**src/rtl/uart_bridge_pkg.sv**
```systemverilog
// Shared types and constants for the core-to-UART AXI4-Lite bridge.
// The DRAIN state only exists when UART_BRIDGE_TIMEOUT_EN is defined.
`timescale 1ns/1ps
package uart_bridge_pkg;

    localparam int unsigned UART_ADDR_W = 13;
    localparam int unsigned UART_DATA_W = 32;
    localparam int unsigned UART_STRB_W = 4;

    localparam logic [1:0] AXI_RESP_OKAY = 2'b00;

    typedef enum logic [2:0] {
        IDLE,
        WR,
        WR_B,
        RD_AR,
        RD_R,
        RESP
`ifdef UART_BRIDGE_TIMEOUT_EN
        , DRAIN
`endif
    } bridge_state_t;

    // A request may touch only one 32-bit lane and must enable at least one byte.
    function automatic logic be_illegal(input logic [7:0] be);
        return (be == 8'h00) || ((|be[7:4]) && (|be[3:0]));
    endfunction

endpackage

```
**src/rtl/bridge_watchdog.sv**
```systemverilog
// Clear/enable cycle counter with a terminal-count pulse for the UART bridge.
// Only instantiated when UART_BRIDGE_TIMEOUT_EN is defined.
`timescale 1ns/1ps
module bridge_watchdog #(
    parameter int unsigned LIMIT = 1024
) (
    input  logic clk,
    input  logic rstn,
    input  logic clear,
    input  logic enable,
    output logic expired
);

    localparam int unsigned CW = $clog2(LIMIT + 1);

    logic [CW-1:0] count;

    // The cycle in which clear is high already counts as the first waited cycle.
    always_ff @(posedge clk) begin
        if (!rstn) begin
            count <= '0;
        end else if (clear) begin
            count <= CW'(1);
        end else if (enable && (count != CW'(LIMIT))) begin
            count <= count + CW'(1);
        end
    end

    assign expired = enable & ~clear & (count == CW'(LIMIT - 1));

endmodule

```
**src/rtl/uart_axil_bridge.sv**
```systemverilog
// Core uncached request to AXI4-Lite bridge for the UART-Lite slave.
// Define UART_BRIDGE_TIMEOUT_EN to add watchdog recovery through a DRAIN state.
`timescale 1ns/1ps
module uart_axil_bridge
    import uart_bridge_pkg::*;
#(
    parameter int unsigned REQ_ADDR_WIDTH = 40,
    parameter int unsigned TIMEOUT_CYCLES = 1024
) (
    input  logic                      clk_i,
    input  logic                      rstn_i,
    input  logic                      req_valid_i,
    output logic                      req_ready_o,
    input  logic                      req_we_i,
    input  logic [REQ_ADDR_WIDTH-1:0] req_addr_i,
    input  logic [63:0]               req_wdata_i,
    input  logic [7:0]                req_be_i,
    output logic                      resp_valid_o,
    output logic [63:0]               resp_rdata_o,
    output logic                      resp_err_o,
    output logic [UART_ADDR_W-1:0]    m_axi_uart_awaddr,
    output logic [2:0]                m_axi_uart_awprot,
    output logic                      m_axi_uart_awvalid,
    input  logic                      m_axi_uart_awready,
    output logic [UART_DATA_W-1:0]    m_axi_uart_wdata,
    output logic [UART_STRB_W-1:0]    m_axi_uart_wstrb,
    output logic                      m_axi_uart_wvalid,
    input  logic                      m_axi_uart_wready,
    input  logic [1:0]                m_axi_uart_bresp,
    input  logic                      m_axi_uart_bvalid,
    output logic                      m_axi_uart_bready,
    output logic [UART_ADDR_W-1:0]    m_axi_uart_araddr,
    output logic [2:0]                m_axi_uart_arprot,
    output logic                      m_axi_uart_arvalid,
    input  logic                      m_axi_uart_arready,
    input  logic [UART_DATA_W-1:0]    m_axi_uart_rdata,
    input  logic [1:0]                m_axi_uart_rresp,
    input  logic                      m_axi_uart_rvalid,
    output logic                      m_axi_uart_rready
);

    bridge_state_t state;

    logic lane;
    logic accept;
    logic aw_done;
    logic w_done;

    assign lane    = req_addr_i[2];
    assign accept  = req_valid_i & req_ready_o;
    assign aw_done = ~m_axi_uart_awvalid | m_axi_uart_awready;
    assign w_done  = ~m_axi_uart_wvalid | m_axi_uart_wready;

    assign m_axi_uart_awprot = 3'b000;
    assign m_axi_uart_arprot = 3'b000;

    logic unused_ok;
    assign unused_ok = ^{req_addr_i[REQ_ADDR_WIDTH-1:UART_ADDR_W], req_addr_i[1:0]};

`ifdef UART_BRIDGE_TIMEOUT_EN
    bridge_state_t prev_state;
    logic          wd_expired;
    logic          drain_b;
    logic          drain_r;

    // Watchdog restarts whenever the FSM lands in a new state.
    always_ff @(posedge clk_i) begin
        if (!rstn_i) prev_state <= IDLE;
        else         prev_state <= state;
    end

    bridge_watchdog #(.LIMIT(TIMEOUT_CYCLES)) u_watchdog (
        .clk     (clk_i),
        .rstn    (rstn_i),
        .clear   (state != prev_state),
        .enable  (state inside {WR, WR_B, RD_AR, RD_R}),
        .expired (wd_expired)
    );
`else
    logic unused_cfg;
    assign unused_cfg = (TIMEOUT_CYCLES < 2);
`endif

    always_ff @(posedge clk_i) begin
        if (!rstn_i) begin
            state              <= IDLE;
            req_ready_o        <= 1'b0;
            resp_valid_o       <= 1'b0;
            resp_err_o         <= 1'b0;
            resp_rdata_o       <= '0;
            m_axi_uart_awaddr  <= '0;
            m_axi_uart_araddr  <= '0;
            m_axi_uart_wdata   <= '0;
            m_axi_uart_wstrb   <= '0;
            m_axi_uart_awvalid <= 1'b0;
            m_axi_uart_wvalid  <= 1'b0;
            m_axi_uart_bready  <= 1'b0;
            m_axi_uart_arvalid <= 1'b0;
            m_axi_uart_rready  <= 1'b0;
`ifdef UART_BRIDGE_TIMEOUT_EN
            drain_b            <= 1'b0;
            drain_r            <= 1'b0;
`endif
        end else begin
            case (state)
                IDLE: begin
                    req_ready_o <= 1'b1;
                    if (accept) begin
                        req_ready_o       <= 1'b0;
                        resp_err_o        <= 1'b0;
                        m_axi_uart_awaddr <= {req_addr_i[UART_ADDR_W-1:2], 2'b00};
                        m_axi_uart_araddr <= {req_addr_i[UART_ADDR_W-1:2], 2'b00};
                        m_axi_uart_wdata  <= lane ? req_wdata_i[63:32] : req_wdata_i[31:0];
                        m_axi_uart_wstrb  <= lane ? req_be_i[7:4] : req_be_i[3:0];
                        if (be_illegal(req_be_i)) begin
                            resp_err_o <= 1'b1;
                            state      <= RESP;
                        end else if (req_we_i) begin
                            m_axi_uart_awvalid <= 1'b1;
                            m_axi_uart_wvalid  <= 1'b1;
                            state              <= WR;
                        end else begin
                            m_axi_uart_arvalid <= 1'b1;
                            state              <= RD_AR;
                        end
                    end
                end

                // AW and W complete independently; B is only opened once both are done.
                WR: begin
                    if (m_axi_uart_awready) m_axi_uart_awvalid <= 1'b0;
                    if (m_axi_uart_wready)  m_axi_uart_wvalid  <= 1'b0;
                    if (aw_done && w_done) begin
                        m_axi_uart_bready <= 1'b1;
                        state             <= WR_B;
                    end
`ifdef UART_BRIDGE_TIMEOUT_EN
                    else if (wd_expired) begin
                        resp_valid_o      <= 1'b1;
                        resp_err_o        <= 1'b1;
                        m_axi_uart_bready <= 1'b1;
                        drain_b           <= 1'b1;
                        state             <= DRAIN;
                    end
`endif
                end

                WR_B: begin
                    if (m_axi_uart_bvalid) begin
                        m_axi_uart_bready <= 1'b0;
                        resp_err_o        <= (m_axi_uart_bresp != AXI_RESP_OKAY);
                        resp_valid_o      <= 1'b1;
                        state             <= RESP;
                    end
`ifdef UART_BRIDGE_TIMEOUT_EN
                    else if (wd_expired) begin
                        resp_valid_o <= 1'b1;
                        resp_err_o   <= 1'b1;
                        drain_b      <= 1'b1;
                        state        <= DRAIN;
                    end
`endif
                end

                RD_AR: begin
                    if (m_axi_uart_arready) begin
                        m_axi_uart_arvalid <= 1'b0;
                        m_axi_uart_rready  <= 1'b1;
                        state              <= RD_R;
                    end
`ifdef UART_BRIDGE_TIMEOUT_EN
                    else if (wd_expired) begin
                        resp_valid_o      <= 1'b1;
                        resp_err_o        <= 1'b1;
                        m_axi_uart_rready <= 1'b1;
                        drain_r           <= 1'b1;
                        state             <= DRAIN;
                    end
`endif
                end

                RD_R: begin
                    if (m_axi_uart_rvalid) begin
                        m_axi_uart_rready <= 1'b0;
                        resp_rdata_o      <= {m_axi_uart_rdata, m_axi_uart_rdata};
                        resp_err_o        <= (m_axi_uart_rresp != AXI_RESP_OKAY);
                        resp_valid_o      <= 1'b1;
                        state             <= RESP;
                    end
`ifdef UART_BRIDGE_TIMEOUT_EN
                    else if (wd_expired) begin
                        resp_valid_o <= 1'b1;
                        resp_err_o   <= 1'b1;
                        drain_r      <= 1'b1;
                        state        <= DRAIN;
                    end
`endif
                end

                // Illegal requests arrive here with the pulse not yet raised, so they spend one extra cycle.
                RESP: begin
                    if (resp_valid_o) begin
                        resp_valid_o <= 1'b0;
                        resp_err_o   <= 1'b0;
                        req_ready_o  <= 1'b1;
                        state        <= IDLE;
                    end else begin
                        resp_valid_o <= 1'b1;
                    end
                end

`ifdef UART_BRIDGE_TIMEOUT_EN
                // Finish every outstanding handshake and silently discard the late response.
                DRAIN: begin
                    resp_valid_o <= 1'b0;
                    resp_err_o   <= 1'b0;
                    if (m_axi_uart_awready) m_axi_uart_awvalid <= 1'b0;
                    if (m_axi_uart_wready)  m_axi_uart_wvalid  <= 1'b0;
                    if (m_axi_uart_arready) m_axi_uart_arvalid <= 1'b0;
                    if (m_axi_uart_bvalid && m_axi_uart_bready) begin
                        m_axi_uart_bready <= 1'b0;
                        drain_b           <= 1'b0;
                    end
                    if (m_axi_uart_rvalid && m_axi_uart_rready) begin
                        m_axi_uart_rready <= 1'b0;
                        drain_r           <= 1'b0;
                    end
                    if (!m_axi_uart_awvalid && !m_axi_uart_wvalid && !m_axi_uart_arvalid &&
                        !drain_b && !drain_r) begin
                        req_ready_o <= 1'b1;
                        state       <= IDLE;
                    end
                end
`endif

                default: state <= IDLE;
            endcase
        end
    end

endmodule

```
**config.mk**
```make
export PLATFORM = sky130hd
export DESIGN_NAME = uart_axil_bridge
export DESIGN_NICKNAME = d
export VERILOG_FILES = /design/src/rtl/uart_bridge_pkg.sv /design/src/rtl/bridge_watchdog.sv /design/src/rtl/uart_axil_bridge.sv
export SDC_FILE = /design/constraint.sdc
export NUM_CORES = 1
export LEC_CHECK = 0
export ABC_AREA = 1
export CORE_UTILIZATION = 25
export DETAILED_ROUTE_END_ITERATION = 12
export PLACE_DENSITY_LB_ADDON = 0.1
export SLEW_MARGIN = 25
export SYNTH_ARGS = -nofsm -noshare
export SYNTH_HDL_FRONTEND = slang
export SYNTH_SLANG_ARGS = --single-unit
```
**constraint.sdc**
```tcl
create_clock -name clk_i -period 1.8 [get_ports clk_i]
set_input_delay 0.45 -clock clk_i [delete_from_list [all_inputs] [get_ports clk_i]]
set_output_delay 0.45 -clock clk_i [all_outputs]
set_load 0.05 [all_outputs]
```
==> flow_summary.toml <==
[timing]
rsz0062_at_grt = "no"
fin_crit_ns = 1.46
finalCritPeriodShare = 0.809
setup_viol = 0
tns_ns = 0
drv_slew = 0
clock_skew_ns = 0.00402
whs_ns = 0.454
fmax_mhz = 687
timing_hold_violations_final = 0

[synth]
ys_ff_latch = 90
yosysUniqueCellTypes = 22
netlist_instances = 541
seq_area_frac_synth = 0.433
yosys.area.top_type = "dfxtp_1"
netlist_top_cells_area = "dfxtp_1, nand2_1, a21oi_1, buf_4, mux2i_1"
synth_top_area_frac = 0.433
synth_area_sq_um = 4160
synth.avg_cell_area_sq_um = 7.69
ys_warn_count = 0

[final_layout]
multiInputGateArea_sq_um = 1760
num-nets-final = 905
diodes = 0
drive_gt1_frac = 0.228
final_common_cell = "nand2_1"
seq_area_sq_um = 1800
nFillCells = 1630
area_growth_pct = 61.2
layout.cells.non_filler = 969
most-common-layout-cells = "nand2_1, buf_4, clkdlybuf4s50_1"

[detailed_routing]
wirelength_microns = 12800
drt_first_pass_iters = 6
via_count = 4213
antenna_left = 0
wl_per_cell_microns = 13.2
drt-initial-drc-count = 102
drc = 0
viasPerCell = 4.35

[critical_path]
crit_end = "resp_rdata_o[44]"
reg2reg_to = "resp_rdata_o[44]"
worst-r2r-setup-slack_ns = 0.34
required_ns = 2.07
crit_fanout = 32
endpoint_kind = "register"
crit_arrival_ns = 1.72
critPathLaunchType = "register"
reg2reg_from = "state[1]"
cp-startpoint = "state[1]"
critPathKind = "register to register"
rr_worst_depth = 7

[outcome]
status = "finished clean"

[power]
power_density_nw_per_um2 = 1270
fin_total_pwr_uw = 8510
p_leak_uw = 0.00296
ir_drop_mv = 0.484

[clock_network]
cts_buffer_depth = 2
clk_latency_ns = 0.34
cts-root-buf = "clkbuf_16"
htree_num_levels = 3
cts_hold_buf = 0
clkTransAtPathRegs_ns = 0.06
cts_tree = "built"
cts_buffers = 9
cts_setup_buffers = 0
clock-sinks = 90
ctsResizeCount = 0

[grt]
grt_max_degree = 51
first_global_vias = 3911
grt_pass1_wl_microns = 18900
track_usage = 0.146
gr-total-overflow = 0
antenna_found_initial = 0

[run]
cap_violations = 0

[die]
initial_core_util = 0.259
rows = 46
chipWidth_microns = 131
dieArea_sq_um = 17200
fp.dieH_microns = 131
ios = 297
core_area_sq_um = 16100

[place]
place_congestion = 0.798
dp_cells = 953
dp_hpwl_microns = 9710
port-buffer-count = 257

[worst_hold_path]
holdCritPathClass = "register to register"
## through the flow
step,utilization,cell area [sq um],setup slack (ns)
2_1_floorplan,-,4200,0.315
3_3_place_gp,0.396,6360,0.00821
3_5_place_dp,0.396,6360,0.00696
4_1_cts,0.418,6710,0.326
5_1_grt,0.418,6710,0.177
6_report,0.418,6710,0.343
## critical path, stage by stage, from the launching register on
cell	delay [ns]
dfxtp_1	0.46
inv_2	0.09
nand2_2	0.09
nor2_2	0.06
nand2_2	0.10
buf_4	0.33
nand2_1	0.09
a21oi_1	0.15
## worst min path at each step
stage	startpoint	to	depth (start not counted)
2_1_floorplan	m_axi_uart_bvalid	m_axi_uart_bready	1
3_3_place_gp	m_axi_uart_arvalid	m_axi_uart_arvalid	2
3_5_place_dp	m_axi_uart_arvalid	m_axi_uart_arvalid	2
4_1_cts	m_axi_uart_arvalid	m_axi_uart_arvalid	2
5_1_grt	m_axi_uart_wstrb[3]	m_axi_uart_wstrb[3]	2
6_report	m_axi_uart_arvalid	m_axi_uart_arvalid	2
## state kept, by name (all words and copies together), names as in the netlist
register	flops
m_axi_uart_wdata	32
resp_rdata_o	32
m_axi_uart_araddr	11
m_axi_uart_wstrb	4
state	3
m_axi_uart_arvalid	1
m_axi_uart_awvalid	1
m_axi_uart_bready	1
m_axi_uart_rready	1
m_axi_uart_wvalid	1
req_ready_o	1
resp_err_o	1
resp_valid_o	1
## cells by family after synthesis
kind of cell	share of synthesized area
other cells	0.000901
flops	0.433
simple gates	0.175
buf+inv	0.153
compound gates	0.162
mux	0.0770
## routing by layer
layer  vias up  part of all wire  track usage
met1      1883              0.40        0.154
li1       2125                 -            -
met4         0             0.015       0.0588
met2       194              0.46        0.253
met3        11              0.12       0.0664
met5         -                 0            0
## report_power, final
part | total (uW) | internal, uW | switching, uW
registers | 2580 | 2330 | 258
logic | 3730 | 1260 | 2470
clock network | 2200 | 1400 | 800
## area by class of cell
type,instances,share of cell area
Clock inverter,6,0.0170
Clock buffer,10,0.0356
Timing Repair Buffer,269,0.363
Inverter,25,0.0140
Multi-Input combinational cell,353,0.262
Tap cell,216,0.0403
Sequential cell,90,0.269
## cell usage after synthesis
| library cell | n |
|---|---|
| a211oi_1 | 2 |
| a21oi_1 | 87 |
| buf_2 | 13 |
| buf_4 | 58 |
| clkbuf_1 | 11 |
| conb_1 | 1 |
| dfxtp_1 | 90 |
| inv_1 | 20 |
| inv_2 | 5 |
| mux2i_1 | 32 |
| nand2_1 | 135 |
| nand2_2 | 3 |
| nand3_1 | 11 |
| nand4_4 | 1 |
| nor2_1 | 21 |
| nor2_2 | 3 |
| nor2_4 | 1 |
| nor3_1 | 2 |
| o21ai_0 | 26 |
| o21ai_1 | 17 |
| o21bai_1 | 1 |
| or2_1 | 1 |
Power figures use the tool's default switching activity.
